### src/rtl/keypad_pkg.sv
// Shared definitions for the 4x3 keypad scanner: key codes, controller states,
// scan result kinds and the row/column to key-code table.
package keypad_pkg;

  localparam logic [3:0] KEY_NONE = 4'hF;
  localparam logic [3:0] KEY_STAR = 4'hA;
  localparam logic [3:0] KEY_HASH = 4'hB;

  typedef enum logic [1:0] {SCAN, DEBOUNCE, HOLD, RELEASE} state_e;

  typedef enum logic [1:0] {RES_NONE, RES_SINGLE, RES_MULTI} scan_res_e;

  // One entry per row, packed as {col2, col1, col0}; col0 is the leftmost column.
  localparam logic [11:0] ROW_CODES [4] = '{
    12'h321,
    12'h654,
    12'h987,
    {KEY_HASH, 4'h0, KEY_STAR}
  };

  function automatic logic [3:0] key_code(input logic [1:0] row, input logic [1:0] col);
    logic [11:0] codes;
    codes = ROW_CODES[row];
    return codes[{col, 2'b00} +: 4];
  endfunction

endpackage

### src/rtl/keypad_row_scanner.sv
// Drives the rows one at a time, samples the synchronized columns on the last
// cycle of each dwell and classifies every full 4-row scan as NONE/SINGLE/MULTI.
module keypad_row_scanner
  import keypad_pkg::*;
#(
  parameter int SCAN_CYCLES = 30000
) (
  input  logic      clock,
  input  logic      reset,
  input  logic [2:0] i_cols,
  output logic [3:0] o_rows,
  output logic      o_scan_done,
  output scan_res_e o_scan_res,
  output logic [3:0] o_scan_code
);

  localparam int DW = (SCAN_CYCLES > 1) ? $clog2(SCAN_CYCLES) : 1;
  localparam logic [DW-1:0] DWELL_LAST = DW'(SCAN_CYCLES - 1);

  logic [DW-1:0] r_dwell;
  logic [1:0]    r_row;
  logic [1:0]    r_nlow;
  logic [3:0]    r_code;
  logic          r_done;
  scan_res_e     r_res;
  logic [3:0]    r_code_out;

  logic [2:0] w_low;
  logic [1:0] w_cnt;
  logic [1:0] w_col;
  logic [2:0] w_total;
  logic       w_sample;
  logic [3:0] w_code_now;

  assign w_low    = ~i_cols;
  assign w_cnt    = {1'b0, w_low[0]} + {1'b0, w_low[1]} + {1'b0, w_low[2]};
  assign w_col    = w_low[0] ? 2'd0 : (w_low[1] ? 2'd1 : 2'd2);
  assign w_total  = {1'b0, r_nlow} + {1'b0, w_cnt};
  assign w_sample = (r_dwell == DWELL_LAST);
  // Only meaningful when the whole scan sees exactly one low column.
  assign w_code_now = (w_cnt == 2'd1) ? key_code(r_row, w_col) : r_code;

  always_ff @(posedge clock) begin
    if (reset) begin
      r_dwell    <= '0;
      r_row      <= 2'd0;
      r_nlow     <= 2'd0;
      r_code     <= KEY_NONE;
      r_done     <= 1'b0;
      r_res      <= RES_NONE;
      r_code_out <= KEY_NONE;
    end else begin
      r_done <= 1'b0;
      if (w_sample) begin
        r_dwell <= '0;
        r_row   <= r_row + 2'd1;
        if (r_row == 2'd3) begin
          r_done     <= 1'b1;
          r_res      <= (w_total == 3'd0) ? RES_NONE :
                        (w_total == 3'd1) ? RES_SINGLE : RES_MULTI;
          r_code_out <= w_code_now;
          r_nlow     <= 2'd0;
          r_code     <= KEY_NONE;
        end else begin
          // Two or more lows already means MULTI, so the count saturates at 2.
          r_nlow <= (w_total > 3'd1) ? 2'd2 : w_total[1:0];
          r_code <= w_code_now;
        end
      end else begin
        r_dwell <= r_dwell + 1'b1;
      end
    end
  end

  assign o_rows      = ~(4'b0001 << r_row);
  assign o_scan_done = r_done;
  assign o_scan_res  = r_res;
  assign o_scan_code = r_code_out;

endmodule

### src/rtl/keypad_scan_ctrl.sv
// Keypad controller top: column synchronizer, debounce/hold/release FSM and the
// CPU acknowledge edge detector.
module keypad_scan_ctrl
  import keypad_pkg::*;
#(
  parameter int SCAN_CYCLES    = 30000,
  parameter int DEBOUNCE_SCANS = 20,
  parameter int RELEASE_SCANS  = 4
) (
  input  logic        clock,
  input  logic        reset,
  input  logic [2:0]  cols,
  output logic [3:0]  rows,
  input  logic [31:0] acknowledgeKey,
  output logic [3:0]  buttonPressed,
  output logic        keyValid,
  output logic [9:0]  LED
);

  localparam int DBW = $clog2(DEBOUNCE_SCANS + 1);
  localparam int RLW = $clog2(RELEASE_SCANS + 1);
  localparam logic [DBW-1:0] DEB_TARGET = DBW'(DEBOUNCE_SCANS);
  localparam logic [RLW-1:0] REL_TARGET = RLW'(RELEASE_SCANS);

  logic [2:0]     r_cols_meta;
  logic [2:0]     r_cols_sync;
  logic           r_ack_d;
  state_e         r_state;
  logic [3:0]     r_cand;
  logic [DBW-1:0] r_deb_cnt;
  logic [RLW-1:0] r_rel_cnt;
  logic [3:0]     r_key;
  logic           r_valid;

  state_e         w_state_nxt;
  logic [3:0]     w_cand_nxt;
  logic [DBW-1:0] w_deb_nxt;
  logic [RLW-1:0] w_rel_nxt;
  logic [3:0]     w_key_nxt;
  logic           w_valid_nxt;
  logic [DBW-1:0] w_deb_inc;
  logic [RLW-1:0] w_rel_inc;
  logic           w_ack_edge;
  logic           w_scan_done;
  scan_res_e      w_scan_res;
  logic [3:0]     w_scan_code;
  logic           w_ack_unused;

  keypad_row_scanner #(.SCAN_CYCLES(SCAN_CYCLES)) u_scanner (
    .clock       (clock),
    .reset       (reset),
    .i_cols      (r_cols_sync),
    .o_rows      (rows),
    .o_scan_done (w_scan_done),
    .o_scan_res  (w_scan_res),
    .o_scan_code (w_scan_code)
  );

  assign w_ack_unused = ^acknowledgeKey[31:1];
  assign w_ack_edge   = acknowledgeKey[0] & ~r_ack_d;
  assign w_deb_inc    = r_deb_cnt + 1'b1;
  assign w_rel_inc    = r_rel_cnt + 1'b1;

  always_ff @(posedge clock) begin
    if (reset) begin
      r_cols_meta <= 3'b111;
      r_cols_sync <= 3'b111;
      r_ack_d     <= 1'b0;
      r_state     <= SCAN;
      r_cand      <= KEY_NONE;
      r_deb_cnt   <= '0;
      r_rel_cnt   <= '0;
      r_key       <= KEY_NONE;
      r_valid     <= 1'b0;
    end else begin
      r_cols_meta <= cols;
      r_cols_sync <= r_cols_meta;
      r_ack_d     <= acknowledgeKey[0];
      r_state     <= w_state_nxt;
      r_cand      <= w_cand_nxt;
      r_deb_cnt   <= w_deb_nxt;
      r_rel_cnt   <= w_rel_nxt;
      r_key       <= w_key_nxt;
      r_valid     <= w_valid_nxt;
    end
  end

  // Handshake: keyValid/buttonPressed hold a key until a 0->1 edge of acknowledgeKey[0]
  // arrives in HOLD; both clear on the following cycle and a still-held key is not re-sent.
  always_comb begin
    w_state_nxt = r_state;
    w_cand_nxt  = r_cand;
    w_deb_nxt   = r_deb_cnt;
    w_rel_nxt   = r_rel_cnt;
    w_key_nxt   = r_key;
    w_valid_nxt = r_valid;
    case (r_state)
      SCAN: begin
        if (w_scan_done && w_scan_res == RES_SINGLE) begin
          w_cand_nxt  = w_scan_code;
          w_deb_nxt   = DBW'(1);
          w_state_nxt = DEBOUNCE;
        end
      end
      DEBOUNCE: begin
        if (w_scan_done) begin
          if (w_scan_res == RES_SINGLE && w_scan_code == r_cand) begin
            if (w_deb_inc == DEB_TARGET) begin
              w_key_nxt   = r_cand;
              w_valid_nxt = 1'b1;
              w_deb_nxt   = '0;
              w_state_nxt = HOLD;
            end else begin
              w_deb_nxt = w_deb_inc;
            end
          end else begin
            w_deb_nxt   = '0;
            w_state_nxt = SCAN;
          end
        end
      end
      HOLD: begin
        if (w_ack_edge) begin
          w_key_nxt   = KEY_NONE;
          w_valid_nxt = 1'b0;
          w_rel_nxt   = '0;
          w_state_nxt = RELEASE;
        end
      end
      RELEASE: begin
        if (w_scan_done) begin
          if (w_scan_res == RES_NONE) begin
            if (w_rel_inc == REL_TARGET) begin
              w_rel_nxt   = '0;
              w_state_nxt = SCAN;
            end else begin
              w_rel_nxt = w_rel_inc;
            end
          end else begin
            w_rel_nxt = '0;
          end
        end
      end
      default: w_state_nxt = SCAN;
    endcase
  end

  always_comb begin
    LED = '0;
    for (int d = 0; d < 10; d++) LED[d] = (r_key == 4'(d));
  end

  assign buttonPressed = r_key;
  assign keyValid      = r_valid;

endmodule

### config.mk
export PLATFORM = sky130hd
export DESIGN_NAME = keypad_scan_ctrl
export DESIGN_NICKNAME = d
export VERILOG_FILES = /design/src/rtl/keypad_pkg.sv /design/src/rtl/keypad_row_scanner.sv /design/src/rtl/keypad_scan_ctrl.sv
export SDC_FILE = /design/constraint.sdc
export NUM_CORES = 1
export LEC_CHECK = 0
export ABC_AREA = 1
export CAP_MARGIN = 25
export CORE_UTILIZATION = 47
export DETAILED_ROUTE_END_ITERATION = 10
export PLACE_DENSITY = 0.76
export SLEW_MARGIN = 20
export SYNTH_ARGS = -nofsm -noshare
export SYNTH_HDL_FRONTEND = slang
export SYNTH_HIERARCHICAL = 1
export SYNTH_SLANG_ARGS = --single-unit
export TNS_END_PERCENT = 100
### constraint.sdc
create_clock -name clock -period 2.35 [get_ports clock]
set_clock_uncertainty 0.05 [all_clocks]
set_input_delay 0.47 -clock clock [delete_from_list [all_inputs] [get_ports clock]]
set_output_delay 0.47 -clock clock [all_outputs]
set_load 0.05 [all_outputs]
==> results.sh, run 1 <==
export IMPL_synth_top_area_cell="dfxtp_1"
export IMPL_fp_dieW_microns=82.1
export IMPL_layout_common_cells="108 x nand2_1, 58 x inv_1, 54 x nor2_1, 54 x dfxtp_1, 33 x nand3_1"
export IMPL_synth_top_area_frac=0.372
export IMPL_drt_pass1_iterations=4
export IMPL_viasPerCell=4.97
export IMPL_muxShareOfSynthArea=0
export IMPL_synth_area_sq_mm=0.00301
export IMPL_cts_hold_buffers=0
export IMPL_synthAdderAreaFrac=0.0590
export IMPL_max_cap_violations=0
export IMPL_rr_startpoint="r_cols_sync[1]$_SDFF_PP1_"
export IMPL_synth_top_family_by_area="simple AND/OR/NAND/NOR gates"
export IMPL_fp_coreArea_sq_mm=0.00606
export IMPL_antenna_found_initial=0
export IMPL_wl_per_cell_microns=10.4
export IMPL_total_power_uw=1630
export IMPL_gr_total_overflow=0
export IMPL_drive_gt1_frac=0.126
export IMPL_synthXorXnorAreaFrac=0.0116
export IMPL_grtUsageMet2=0.316
export IMPL_tightest_slew_ps=507
export IMPL_dr_first_iter_drc_count=145
export IMPL_pwr_density_cell_mw_per_mm2=478
export IMPL_clk_pin_slew_ps=90
export IMPL_cp_end_kind="flop"
export IMPL_dp_cells=536
export IMPL_fin_nets=518
export IMPL_ir_worst_vdd_uv=325
export IMPL_yosysUniqueCellTypes=33
export IMPL_totalWireLength_microns=5680
export IMPL_criticalPathCategory="reg -> reg"
export IMPL_min_path_cells=1
export IMPL_synthSimpleGateAreaFrac=0.372
export IMPL_grt_use_met3=0.0378
export IMPL_dp_hpwl_microns=4290
export IMPL_synthArstFlopShare=0
export IMPL_stdcell_count=544
export IMPL_relSlewSlack=0.661
export IMPL_p_leak_uw=0.00158
export IMPL_synth_compound_area_frac=0.0901
export IMPL_n_antenna_cell=0
export IMPL_clock_path_buffers=2
export IMPL_track_usage=0.189
export IMPL_numPortBuffers=24
export IMPL_grt_pass1_wl_microns=9960
export IMPL_start_util=0.497
export IMPL_grt_most_used_layer="met2"
export IMPL_hold_class="reg -> reg"
export IMPL_netlist_top_cells_area="dfxtp_1 37%, nand2_1 13%, inv_1 7.2%, nor2_1 6.9%, nand3_1 5.5%"
export IMPL_setup_viol=0
export IMPL_min_from="r_cols_meta[2]$_SDFF_PP1_"
export IMPL_die_area_sq_mm=0.00673
export IMPL_status="finished, final reports clean"
export IMPL_clk_latency_ps=310
export IMPL_cts_tree="yes"
export IMPL_fin_tns_setup_ps=0
export IMPL_synth_edf_count=0
export IMPL_cp_data_required_time_ps=2550
export IMPL_fmax_ghz=0.462
export IMPL_cp_start_kind="flop"
export IMPL_synth_nets=490
export IMPL_critPathMaxFanout=4
export IMPL_met1_usage=0.239
export IMPL_synth_flop_cell="dfxtp_1"
export IMPL_place_congestion=0.800
export IMPL_synthesis_instances=440
export IMPL_crit_start="r_cols_sync[1]$_SDFF_PP1_"
export IMPL_die_y_microns=82.1
export IMPL_cp_arrival_ps=2360
export IMPL_yosysWarnings=6
export IMPL_grt_pass1_vias=2353
export IMPL_final_common_cell="nand2_1"
export IMPL_vias=2701
export IMPL_fin_crit_sh=0.921
export IMPL_ant_nets=0
export IMPL_pre_cts_ws_ps=114
export IMPL_slew_viol_final=0
export IMPL_setup_slack_ps=186
export IMPL_ios=56
export IMPL_area_growth_pct=12.9
export IMPL_hold_viol=0
export IMPL_fin_crit_ps=2160
export IMPL_hold_slack_ps=365
export IMPL_cts_root_buf="clkbuf_8"
export IMPL_ys_ff_latch=56
export IMPL_seq_area_frac_synth=0.372
export IMPL_r2r_cells=9
export IMPL_num_fill_cells=587
export IMPL_post_route_drc_count=0
export IMPL_rows=28
export IMPL_cts_htree_levels=2
export IMPL_rsz0062_at_grt="false"
export IMPL_numClockSinks=56
export IMPL_numCtsBuffers=5
export IMPL_grt_max_degree=25
export IMPL_syn_avg_cell_area_sq_um=6.85
==> report_power, final <==
group / total (uW) / internal, uW / switching [uW]
clock: 517 / 209 / 309
sequential: 975 / 963 / 12.2
combinational: 133 / 48.1 / 84.8
total: 1630 / 1220 / 406
==> registers in the layout (all words and copies together), names as in the netlist, named ones only <==
register / count
r_cols_meta: 3
r_cand: 4
u_scanner/r_nlow: 2
u_scanner/o_scan_done: 1
u_scanner/o_scan_res: 2
r_ack_d: 1
r_cols_sync: 3
u_scanner/r_row: 2
r_rel_cnt: 3
u_scanner/r_code: 4
u_scanner/r_dwell: 15
u_scanner/o_scan_code: 4
keyValid: 1
r_state: 1
r_deb_cnt: 5
buttonPressed: 4
==> stage by stage <==
stage	instance area, sq um	util
final	3400	0.561
after global routing	3400	0.561
after CTS	3390	0.560
after detailed placement	3310	0.545
after global placement	3310	0.545
after floorplan	3010	-
==> kinds of logic (layout without fill, tap and decap cells) <==
family / after synthesis / count (layout)
AOI/OAI and AO/OA: 47 / 47
adders and majority gates: 13 / 13
and+or+nand+nor: 246 / 246
DFF: 56 / 56
xor gates and xnor gates: 4 / 4
buffers and inverters: 74 / 103
==> cell type report <==
| cell class | count | area, sq um | area share |
|---|---|---|---|
| Tap cell | 75 | 93.8 | 0.0276 |
| Clock buffer | 5 | 68.8 | 0.0202 |
| Clock inverter | 3 | 18.8 | 0.00552 |
| Multi-Input combinational cell | 310 | 1610 | 0.472 |
| Inverter | 69 | 259 | 0.0761 |
| Sequential cell | 56 | 1120 | 0.330 |
| Timing Repair Buffer | 26 | 231 | 0.0680 |
==> synth_stat cells, drive strengths merged (3+ instances only) <==
master / n
ha: 11
nand2: 112
nand3b: 4
nand4: 12
nand3: 34
dfxtp: 56
inv: 67
xor2: 4
nor2: 59
a21oi: 24
or2: 12
o21ai: 17
nor3: 12
buf: 3
==> final timing paths <==
path              slack [ps]                                   end
setup / recovery         190  u_scanner/o_scan_res[0]$_SDFFE_PP0P_
setup reg to reg         190  u_scanner/o_scan_res[0]$_SDFFE_PP0P_
hold reg to reg          370             r_cols_sync[2]$_SDFF_PP1_
hold / removal           370             r_cols_sync[2]$_SDFF_PP1_
==> layer usage <==
metal / up-vias / routed length [microns]
met5: - / 0
met4: 0 / 91
met3: 9 / 220
met2: 57 / 2690
met1: 1188 / 2680
li1: 1447 / -
==> critical path: stages (launching register included) <==
cell     delay, ps
dfxtp_2        360
inv_1           80
fa_1           530
ha_1           150
inv_1           40
fa_1           470
nand2_1         90
nor2_2         100
nand4_1        100
a21oi_1        140
==> repair_timing <==
item / in CTS / in global routing
pin swaps: 0 / 1
gates resized for setup: 1 / 5
setup endpoints to repair: 1 / 4
setup buffers: 0 / 0
Note: power is estimated with default switching activity, not from simulation.
==> inputs of run 2 (changes only) <==
CORE_MARGIN = 4   (was default)
CORE_UTILIZATION = 45   (was 47)
PLACE_DENSITY = 0.73   (was 0.76)
==> results.sh, run 2 (synthesis results as in run 1) <==
export IMPL_vias=2673
export IMPL_clk_pin_slew_ps=90
export IMPL_layout_common_cells="108 x nand2_1, 58 x inv_1, 55 x dfxtp_1"
export IMPL_max_cap_violations=0
export IMPL_track_usage=0.147
export IMPL_grt_pass1_vias=2530
export IMPL_final_common_cell="nand2_1"
export IMPL_switching_share=0.232
export IMPL_numClockSinks=56
export IMPL_fin_util=0.531
export IMPL_grt_max_degree=25
export IMPL_pwr_density_cell_mw_per_mm2=486
export IMPL_combPwrFrac=0.080
export IMPL_die_area_sq_mm=0.00807
export IMPL_post_route_drc_count=0
export IMPL_p_int_uw=1270
export IMPL_cp_start_kind="flop"
export IMPL_criticalPathCategory="reg -> reg"
export IMPL_status="finished, final reports clean"
export IMPL_numPortBuffers=24
export IMPL_fp_dieW_microns=89.8
export IMPL_fin_nets=518
export IMPL_fp_coreArea_sq_mm=0.00642
export IMPL_die_y_microns=89.8
export IMPL_cts_tree="yes"
export IMPL_ir_worst_vdd_uv=320
export IMPL_wl_per_cell_microns=10.6
export IMPL_clk_latency_ps=300
export IMPL_area_growth_pct=13.2
export IMPL_num_fill_cells=626
export IMPL_p_clk_frac=0.332
export IMPL_cp_end_kind="flop"
export IMPL_cts_hold_buffers=0
export IMPL_gr_total_overflow=0
export IMPL_total_power_uw=1660
export IMPL_largest_reg_flops=15
export IMPL_ios=56
export IMPL_cts_root_buf="clkbuf_8"
export IMPL_switchingPower_uw=385
export IMPL_dp_hpwl_microns=4460
export IMPL_hold_class="reg -> reg"
export IMPL_n_antenna_cell=0
export IMPL_setup_viol=0
export IMPL_ff_latch_area_sq_mm=0.00112
export IMPL_cp_arrival_ps=2380
export IMPL_top_regs="u_scanner/r_dwell: 15 flops, r_deb_cnt: 5 flops"
export IMPL_slew_viol_final=0
export IMPL_relSlewSlack=0.659
export IMPL_fin_crit_sh=0.930
export IMPL_start_util=0.469
export IMPL_seq_power_share=0.588
export IMPL_hold_viol=0
export IMPL_dr_first_iter_drc_count=70
export IMPL_viasPerCell=4.90
export IMPL_drive_gt1_frac=0.126
export IMPL_drt_pass1_iterations=4
export IMPL_grt_pass1_wl_microns=10200
export IMPL_cp_data_required_time_ps=2540
export IMPL_clock_path_buffers=2
export IMPL_fin_crit_ps=2190
export IMPL_totalWireLength_microns=5760
export IMPL_numCtsBuffers=5
export IMPL_rsz0062_at_grt="true"
export IMPL_rows=29
export IMPL_critPathMaxFanout=3
export IMPL_antenna_found_initial=0
export IMPL_p_leak_uw=0.00157
export IMPL_fmax_ghz=0.457
export IMPL_multi_input_area_sq_mm=0.00161
export IMPL_registers_top_by_ff_count="u_scanner/r_dwell"
export IMPL_tightest_slew_ps=511
export IMPL_place_congestion=0.881
export IMPL_ant_nets=0
export IMPL_cts_htree_levels=2
-- run 2: cell types whose count changed in the layout (fill, tap and decap cells not counted), sizes merged --
cell          change
clkbuf            +2
dlymetal6s2s      -1
clkinv            -3
buf               +1
-- run 2: power by group through the flow --
stage	combinational, uW	sequential [uW]	clock, uW
after detailed placement	132	997	0
after global routing	152	978	616
after CTS	133	975	577
after floorplan	102	995	0
after global placement	130	997	0
final	133	975	551
-- run 2: critical path, cell delays in order, from the launching register on --
cell and delay (ps):
dfxtp_1 330, inv_1 80, fa_1 550, ha_1 150, inv_1 40, fa_1 470, nand2_1 90, nor2_2 110
nand4_1 120, a21oi_2 140
-- run 2: final timing paths --
check                                               start                               end  slack, ps  depth (start not counted)
worst max-delay path            r_cols_sync[0]$_SDFF_PP1_  u_scanner/r_nlow[0]$_SDFFE_PP0N_        160                          9
worst min-delay path            r_cols_meta[2]$_SDFF_PP1_         r_cols_sync[2]$_SDFF_PP1_        370                          1
worst max register to register  r_cols_sync[0]$_SDFF_PP1_  u_scanner/r_nlow[0]$_SDFFE_PP0N_        160                          9
worst min register to register  r_cols_meta[2]$_SDFF_PP1_         r_cols_sync[2]$_SDFF_PP1_        370                          1
-- run 2: final cells by class --
cell class                 count  share of cell area
timing repair buffer          26              0.0664
tap                           77              0.0282
inverter                      69              0.0759
multi-input combinational    310               0.472
clock buffer                   7              0.0282
sequential                    56               0.329
-- run 2: per-layer routing --
metal | part of all wire | GRT usage | vias up
li1 | - | - | 1441
met5 | 0 | 0 | -
met2 | 0.48 | 0.274 | 34
met1 | 0.47 | 0.165 | 1192
met4 | 0.013 | 0.0421 | 0
met3 | 0.035 | 0.0367 | 6
-- run 2: per-stage QoR --
step                      instances  hold slack, ps  area [sq um]  setup slack [ps]  TNS, ps
after CTS                       545             367          3400              15.7        0
final                           545             365          3410               164        0
after global routing            545             376          3410            -0.477   -0.477
after global placement          538             345          3310               154        0
after floorplan                 440             339          3010              -114     -577
after detailed placement        538             344          3310               131        0
-- run 2: what timing repair did --
action / CTS / global route
pin swaps: 0 / 1
endpoints found under the setup margin: 1 / 3
gates resized for setup: 1 / 4
buffers inserted: 0 / 0
